`src/rtl/ht_budget_unit.sv`:
```
// ht_budget_unit
// Holds the per-ID head/tail table for the AXI read/write guard. From the table it derives
// the free-entry vector, the lowest free index and a full flag. Separately, it sums the
// outstanding beats (len+1) over every occupied linked-data entry.
// Build option: define HT_BUDGET_SAT_EN to saturate accum_burst_len_o at its maximum
// value. Without it, the sum wraps modulo 2^AccuCntWidth.
module ht_budget_unit #(
  parameter int HtCapacity   = 8,
  parameter int MaxTxns      = 8,
  parameter int IdWidth      = 4,
  parameter int LdIdxWidth   = (MaxTxns > 1) ? $clog2(MaxTxns) : 1,
  parameter int LenWidth     = 8,
  parameter int AccuCntWidth = 16,
  localparam int EntryW      = IdWidth + 2*LdIdxWidth + 1,
  localparam int HtIdxW      = (HtCapacity > 1) ? $clog2(HtCapacity) : 1
) (
  input  logic                           clk_i,
  input  logic                           rst_i,
  input  logic [HtCapacity-1:0]          ht_we_i,
  input  logic [HtCapacity*EntryW-1:0]   ht_d_i,
  output logic [HtCapacity*EntryW-1:0]   ht_q_o,
  output logic [HtCapacity-1:0]          ht_free_o,
  output logic [HtIdxW-1:0]              ht_free_idx_o,
  output logic                           ht_full_o,
  input  logic [MaxTxns-1:0]             ld_free_i,
  input  logic [MaxTxns*LenWidth-1:0]    ld_len_i,
  output logic [AccuCntWidth-1:0]        accum_burst_len_o
);

  // The saturating build needs headroom above the output width to detect overflow.
  // The wrapping build simply accumulates at the output width.
`ifdef HT_BUDGET_SAT_EN
  localparam int SumW = AccuCntWidth + LenWidth + $clog2(MaxTxns + 1) + 1;
`else
  localparam int SumW = AccuCntWidth;
`endif

  // Reset image of an entry: id/head/tail cleared, free bit (LSB) set.
  localparam logic [EntryW-1:0] EntryRst = EntryW'(1);

  logic [EntryW-1:0] ht_tbl_p1 [HtCapacity];
  logic [SumW-1:0]   beat_sum;

  // Reduce the wide beat sum to the output width.
  function automatic logic [AccuCntWidth-1:0] fit_sum(input logic [SumW-1:0] s);
`ifdef HT_BUDGET_SAT_EN
    if (|s[SumW-1:AccuCntWidth]) return '1;
    return s[AccuCntWidth-1:0];
`else
    return s;
`endif
  endfunction

  // ---- stage p1: table registers, independently written per entry ----
  // Per-entry table storage: load on its own enable, cleared asynchronously by reset.
  always_ff @(posedge clk_i or posedge rst_i) begin
    if (rst_i) begin
      for (int i = 0; i < HtCapacity; i++) ht_tbl_p1[i] <= EntryRst;
    end else begin
      for (int i = 0; i < HtCapacity; i++)
        if (ht_we_i[i]) ht_tbl_p1[i] <= ht_d_i[i*EntryW +: EntryW];
    end
  end

  for (genvar g = 0; g < HtCapacity; g++) begin : g_q
    assign ht_q_o[g*EntryW +: EntryW] = ht_tbl_p1[g];
    assign ht_free_o[g]               = ht_tbl_p1[g][0];
  end

  // Lowest free entry. The scan runs from the top down, so the smallest hit wins.
  // Index stays 0 when no entry is free.
  always_comb begin
    ht_free_idx_o = '0;
    ht_full_o     = 1'b1;
    for (int i = HtCapacity - 1; i >= 0; i--) begin
      if (ht_tbl_p1[i][0]) begin
        ht_free_idx_o = HtIdxW'(i);
        ht_full_o     = 1'b0;
      end
    end
  end

  // Outstanding beats: each occupied linked-data entry contributes len+1.
  always_comb begin
    beat_sum = '0;
    for (int j = 0; j < MaxTxns; j++)
      if (!ld_free_i[j])
        beat_sum = beat_sum + SumW'(ld_len_i[j*LenWidth +: LenWidth]) + SumW'(1);
  end

  assign accum_burst_len_o = fit_sum(beat_sum);

endmodule

```
`config.mk`:
```
export PLATFORM = sky130hd
export DESIGN_NAME = ht_budget_unit
export DESIGN_NICKNAME = d
export VERILOG_FILES = /design/src/rtl/ht_budget_unit.sv
export SDC_FILE = /design/constraint.sdc
export NUM_CORES = 1
export LEC_CHECK = 0
export ABC_AREA = 1
export CORE_UTILIZATION = 48
export DETAILED_ROUTE_END_ITERATION = 7
export GPL_ROUTABILITY_DRIVEN = 0
export PLACE_DENSITY = 0.94
export SLEW_MARGIN = 20
export SYNTH_ARGS = -nofsm -noshare
export SYNTH_HDL_FRONTEND = slang
export SYNTH_SLANG_ARGS = --single-unit
```
`constraint.sdc`:
```
create_clock -name clk_i -period 13.2 [get_ports clk_i]
set_clock_uncertainty 0.05 [all_clocks]
set_input_delay 1.32 -clock clk_i [delete_from_list [all_inputs] [get_ports clk_i]]
set_output_delay 1.32 -clock clk_i [all_outputs]
set_load 0.005 [all_outputs]
```
## Word level (Yosys, flattened, before mapping)

Cells that the tools add are included.

- Flip-flop bits (word level): 88
- Latch bits: 0
- Memory bits (writable): 0
- Bits in read-only memories: 0
- Memories kept: 0

- $add $sub $neg: 15
- Multipliers: 0
- Div/mod/pow operators: 0
- Order comparisons: 0
- Eq/ne operators: 0
- Shift operators: 0
- Mux-type cells: 24
- Bitwise logic cells: 0
- Reductions and logical operators: 0

Operators with widths:

| kind | number |
|---|---|
| $add A16 B1 Y16 const B | 7 |
| $add A16 B8 Y16 | 7 |
| $mux W16 | 7 |
| $mux W3 | 8 |
| $add A8 B1 Y9 const B | 1 |
| $mux W9 | 1 |
| $mux W1 | 8 |

## Longest topological paths before layout

- Word-level depth: 23
- Depth in mapped cells: 53
- Gate-level depth less buffers: 53

## Worst setup path before layout

OpenSTA, ideal clock, no wires.

- Kind: input-to-output
- Start point: in ld_free_i[0]
- End point: out accum_burst_len_o[11]
- Arrival time: 8.085 ns
- Setup slack: 3.745 ns
- Stages: 35
- Buffers on the path: 0
- Cells stage by stage: or2_2 > ha_1 > fa_1 > o21ai_0 > fa_1 > nand2_1 > nand2_1 > fa_1 > nor2_1 > a31oi_1 > fa_1 > nand2_1 > nand2_1 > fa_1 > nor2_1 > a31oi_1 > fa_1 > or2_2 > o21ai_0 > inv_1 > ha_1 > nand2_1 > o21ai_0 > a21oi_1 > nor2_1 > nor2_1 > o21ai_0 > nand2_1 > a21oi_1 > nand3_1 > nand3b_1 > nor2_1 > nand2_1 > nand2_1 > inv_1

- Cells in the longest elaborated chain, start to end: 22

RTL lines:

| element | RTL line | text |
|---|---|---|
| start, declared | 25 | `input logic [MaxTxns-1:0] ld_free_i,` |
| $mux W9 * | 87 | `if (!ld_free_i[j])` |
| $add A16 B8 Y16 | 88 | `beat_sum = beat_sum + SumW'(ld_len_i[j*LenWidth +: LenWidth]) + SumW'(1);` |
| $add A16 B1 Y16 | 88 |  |
| $mux W16 * | 87 |  |
| $add A16 B8 Y16 | 88 |  |
| $add A16 B1 Y16 | 88 |  |
| $mux W16 * | 87 |  |
| $add A16 B8 Y16 | 88 |  |
| (+6 left out) | n/a |  |
| $add A16 B1 Y16 | 88 |  |
| $mux W16 * | 87 |  |
| $add A16 B8 Y16 | 88 |  |
| $add A16 B1 Y16 | 88 |  |
| $mux W16 * | 87 |  |
| $add A16 B8 Y16 | 88 |  |
| $add A16 B1 Y16 | 88 |  |
| $mux W16 * | 87 |  |
| end, declared | 27 | `output logic [AccuCntWidth-1:0] accum_burst_len_o` |

Mark *: on every way between the ends. The rest lies on a longest branch, timed or not.

## Worst setup path in the final report

- Start point: in ld_free_i[0]
- End point: out accum_burst_len_o[12]

The elaborated chain is that of the path after synthesis.

==> flow_summary.yaml <==
finish:
  num_antenna_cells: 0
  drive_above_1_share_pct: 12.6
  areaGrowthSynthToFinish_pct: 45.7
  nNetsFinal: 1393
  fillers: 1084
floorplan:
  core_area_um2: 14500
  std_cell_rows: 44
  io_pins: 286
  fp.dieH_um: 123
  dieArea_um2: 15200
  die_x_um: 123
  initial_core_util_pct: 48.9
cts:
  cts.htree.levels: 3
  cts.sinks: 88
  root_buffer: "clkbuf_16"
  clock_latency_ps: 330
  cts.hold.buffers_added: 0
  cts_tree: "built"
  clkSlewWorstSetupHoldPaths_ps: 60
  cts_inserted_buffers: 9
  clock_path_buffers: 2
  cts_resized: 0
  cts_setup_buffers: 0
worst_hold_path:
  holdCritPathClass: "reg2reg"
synthesis:
  async_reset_ff_share_pct: 100
  yosysTopAreaCell: "dfrtp_1"
  syn_area_um2: 7070
  yosysUniqueCellTypes: 39
  yosysWarnings: 0
  synth_top_area_share_pct: 28.3
  ys.flop_type: "dfrtp_1"
  synth.area.top_cells: "dfrtp_1 28%, mux2_2 13%, nand2_1 11%"
  synth-edff-count: 0
  avgSynthCellArea_um2: 7.94
  synth_cells: 891
  synthTopCellsByCount: "205 x nand2_1, 116 x inv_1, 81 x mux2_2"
  seq_area_frac_synth_pct: 31.3
  yosysMostFrequentCell: "nand2_1"
  synth-seq-cells: 88
drt:
  drtAntennaViolNets: 0
  wl_per_cell_um: 16.1
  wirelength_um: 21700
  viasPerCell: 5.23
  post-route-drc-count: 0
  vias: 7039
  drt_pass1_iterations: 5
  drtIter0Drc: 344
timing:
  fin_crit_sh_pct: 85.1
  worst_pin_slew_ps: 722
  hold_viol_final: 0
  clock.fmax_mhz: 89.1
  rsz0062_at_grt: "false"
  final-setup-viol-count: 0
  slew_headroom_pct: 51.8
  fin_setup_tns_ps: 0
  period_minus_slack_ps: 11230
  drv_slew: 0
critical_path:
  r2r_slack_ps: 12130
  max_stage_delay_ps: 510
  criticalPathCategory: "in2out"
  path_max_fanout: 6
  cp-start-kind: "primary input"
  cpMaxStageDelayCell: "clkdlybuf4s50_1"
  critPathRequiredTime_ps: 11830
  endpoint_kind: "output pin"
  critical_path_arrival_ps: 9860
global_routing:
  grt_pass1_vias: 7090
  grt_max_degree: 82
  track_usage_pct: 28.6
  antenna_found_initial: 0
  grt_first_pass_wirelength_um: 33600
  gr-total-overflow: 0
placement:
  io_buffer_count: 282
  dp_hpwl_um: 17600
job:
  cap_violations: 0
run_status:
  outcome: "complete, no violations"
power:
  leakagePower_nw: 4.78
  total_power_mw: 1.24
  power_density_nw_per_um2: 120
  vdd_ir_drop_max_uv: 100
[kinds of logic (layout without fill, tap and decap cells)]
logic type	count (synthesis)	in the layout	synth area share, %
muxes	83	83	13.2
buffers and inverters	146	415	8.38
adders and majority gates	64	64	12.1
other	1	3	0.0530
AOI/OAI and AO/OA	133	133	10.1
xor gates and xnor gates	22	22	2.72
DFF	88	88	31.3
and+or+nand+nor	354	354	22.3
[worst max-delay path, delay by kind of cell]
family | cells | cell delay, ps
adders and majority gates | 8 | 2850
AOI/OAI and AO/OA | 14 | 2520
and+or+nand+nor | 14 | 1560
buffers and inverters | 6 | 1290
xor gates and xnor gates | 2 | 280
[worst paths after layout]
check / end / depth (start not counted) / start
max reg2reg: ht_free_o[0] / 2 / ht_free_o[0]
max: accum_burst_len_o[12] / 44 / ld_free_i[0]
min reg2reg: ht_q_o[87] / 1 / ht_q_o[87]
min in group asynchronous: ht_q_o[69] / 2 / rst_i
min: ht_q_o[87] / 1 / ht_q_o[87]
max in group asynchronous: ht_q_o[81] / 3 / rst_i
[sequential cells by signal (all words and copies together) (netlist names)]
register / flops
ht_q_o: 80
ht_free_o: 8
[per-layer routing]
| metal | global-route usage, % | wire length (µm) |
|---|---|---|
| met1 | 30.1 | 8000 |
| met3 | 7.80 | 1680 |
| met2 | 52.6 | 11000 |
| met5 | 0 | 0 |
| met4 | 13.5 | 941 |
[placed cells by master, fill, tap and decap left out, drive strengths merged, types with 11 or more instances in the layout]
master and instances:
nor2 52, o21ai 57, mux2 81, a21oi 53
clkbuf 11, clkdlybuf4s50 282, nand3 55, inv 116
ha 57, dfrtp 80, nand2 221, a31oi 12
xor2 12
[stage by stage]
stage	hold WS, ps	util [%]	instances	worst slack, ps	instance area, µm²
after floorplan	442	-	893	3740	7080
after global placement	438	69.0	1332	2210	9990
after detailed placement	446	69.0	1332	1990	9990
after CTS	459	71.2	1346	2000	10300
after global routing	465	71.2	1346	1230	10300
final	457	71.2	1346	1970	10300
[final cells by class]
cell class / instances / area, µm² / share of cell area (%)
Inverter: 118 / 444 / 4.31
Tap cell: 184 / 230 / 2.23
Clock inverter: 3 / 67.6 / 0.655
Clock buffer: 11 / 243 / 2.35
Multi-Input combinational cell: 659 / 4280 / 41.5
Timing Repair Buffer: 283 / 2830 / 27.5
Sequential cell: 88 / 2210 / 21.5
[report_power, final]
group          switching (mW)  total [mW]  leakage [nW]  internal, mW
clock                  0.0992       0.268         0.148         0.169
combinational           0.334       0.656          3.61         0.321
sequential             0.0176       0.316          1.02         0.299
No activity file was read; power rests on OpenSTA's default activity.
==> variant (same flow settings) <==
The parameter `MaxTxns` goes from 8 to 16.
--- a/src/rtl/ht_budget_unit.sv
+++ b/src/rtl/ht_budget_unit.sv
@@ -6,7 +6,7 @@
 // value. Without it, the sum wraps modulo 2^AccuCntWidth.
 module ht_budget_unit #(
   parameter int HtCapacity   = 8,
-  parameter int MaxTxns      = 8,
+  parameter int MaxTxns      = 16,
   parameter int IdWidth      = 4,
   parameter int LdIdxWidth   = (MaxTxns > 1) ? $clog2(MaxTxns) : 1,
   parameter int LenWidth     = 8,
Ports: changed (resized ht_d_i, ht_q_o, ld_free_i and ld_len_i); port bits go from 286 to 390. The function was not compared with the original's and may differ.
==> variant against the original RTL <==
Synthesized area is 68% higher. The run now fails in global routing.
==> variant: results (changes against the original RTL) <==
* Overall overflow remaining after global route at 6
* Post-DP HPWL at 34.2 mm (was 17.6 mm)
* Post-Syn Nets at 2069
* # port buffers at 388 (was 282)
* GRT Total Usage at 48.4%
* Yosys Warn Count at 0 (unchanged)
* Total CTS buffers at 9 (unchanged)
* Netlist cell types at 42 (was 39)
* Log Error: [ERROR GRT-0116] Global routing finished with congestion. Check the congestion regions in the DRC Viewer.
* Post-synth EDFFs at 0 (unchanged)
* Status: stopped before the end (was completed)
* Fail Step: global routing
* Largest net degree at the start of global routing at 63
* Vias in the first global route at 18.6k
* Sequential-to-total area share from yosys stat at 22.0% (was 31.3%)
* CTS root buffer: clkbuf_16 (unchanged)
* Area contributors post-synth: dfrtp_1 20%, ha_1 13%, nand2_1 12%, mux2_2 9.2%, inv_1 7.2% (was dfrtp_1 28%, mux2_2 13%, nand2_1 11%, ha_1 10%, inv_1 6.2%)
* H-tree levels at 3 (unchanged)
* First-pass GRT wire length at 95.6 mm
* Clock sinks at 104 (was 88)
* Max Buffers Root-to-Sink at 2 (unchanged)
* Synth cell count leaders: 374 x nand2_1, 228 x inv_1, 131 x nor2_1 (was 205 x nand2_1, 116 x inv_1, 81 x mux2_2)
* Post-synth ARST share at 100% (unchanged)
variant: per-stage QoR:
stage,setup slack (ns),TNS (ns),cells,cell area (µm²),util (%)
2_1_floorplan,-1.24,-9.78,1672,12300,-
3_5_place_dp,-3.80,-42.54,2584,18200,75.0
4_1_cts,-2.49,-28.02,2690,19700,81.3
3_3_place_gp,-2.89,-32.46,2584,18200,75.0
variant: repair_timing:
item / in CTS
resized for setup: 225
buffers inserted: 90
setup endpoints to repair: 14
pin swaps: 134
variant: layer usage:
layer,GRT overflow,GRT usage (%)
met5,0,0.758
met1,0,46.7
met4,3,47.8
met2,3,76.0
met3,0,22.0
variant: cell families after synthesis:
logic type,Yosys count,synth area share (%)
xor gates and xnor gates,48,3.55
muxes,98,9.30
buffers and inverters,272,8.98
DFF,104,22.0
adders and majority gates,139,15.6
other,1,0.0316
AOI/OAI and AO/OA,280,12.7
and+or+nand+nor,730,27.8
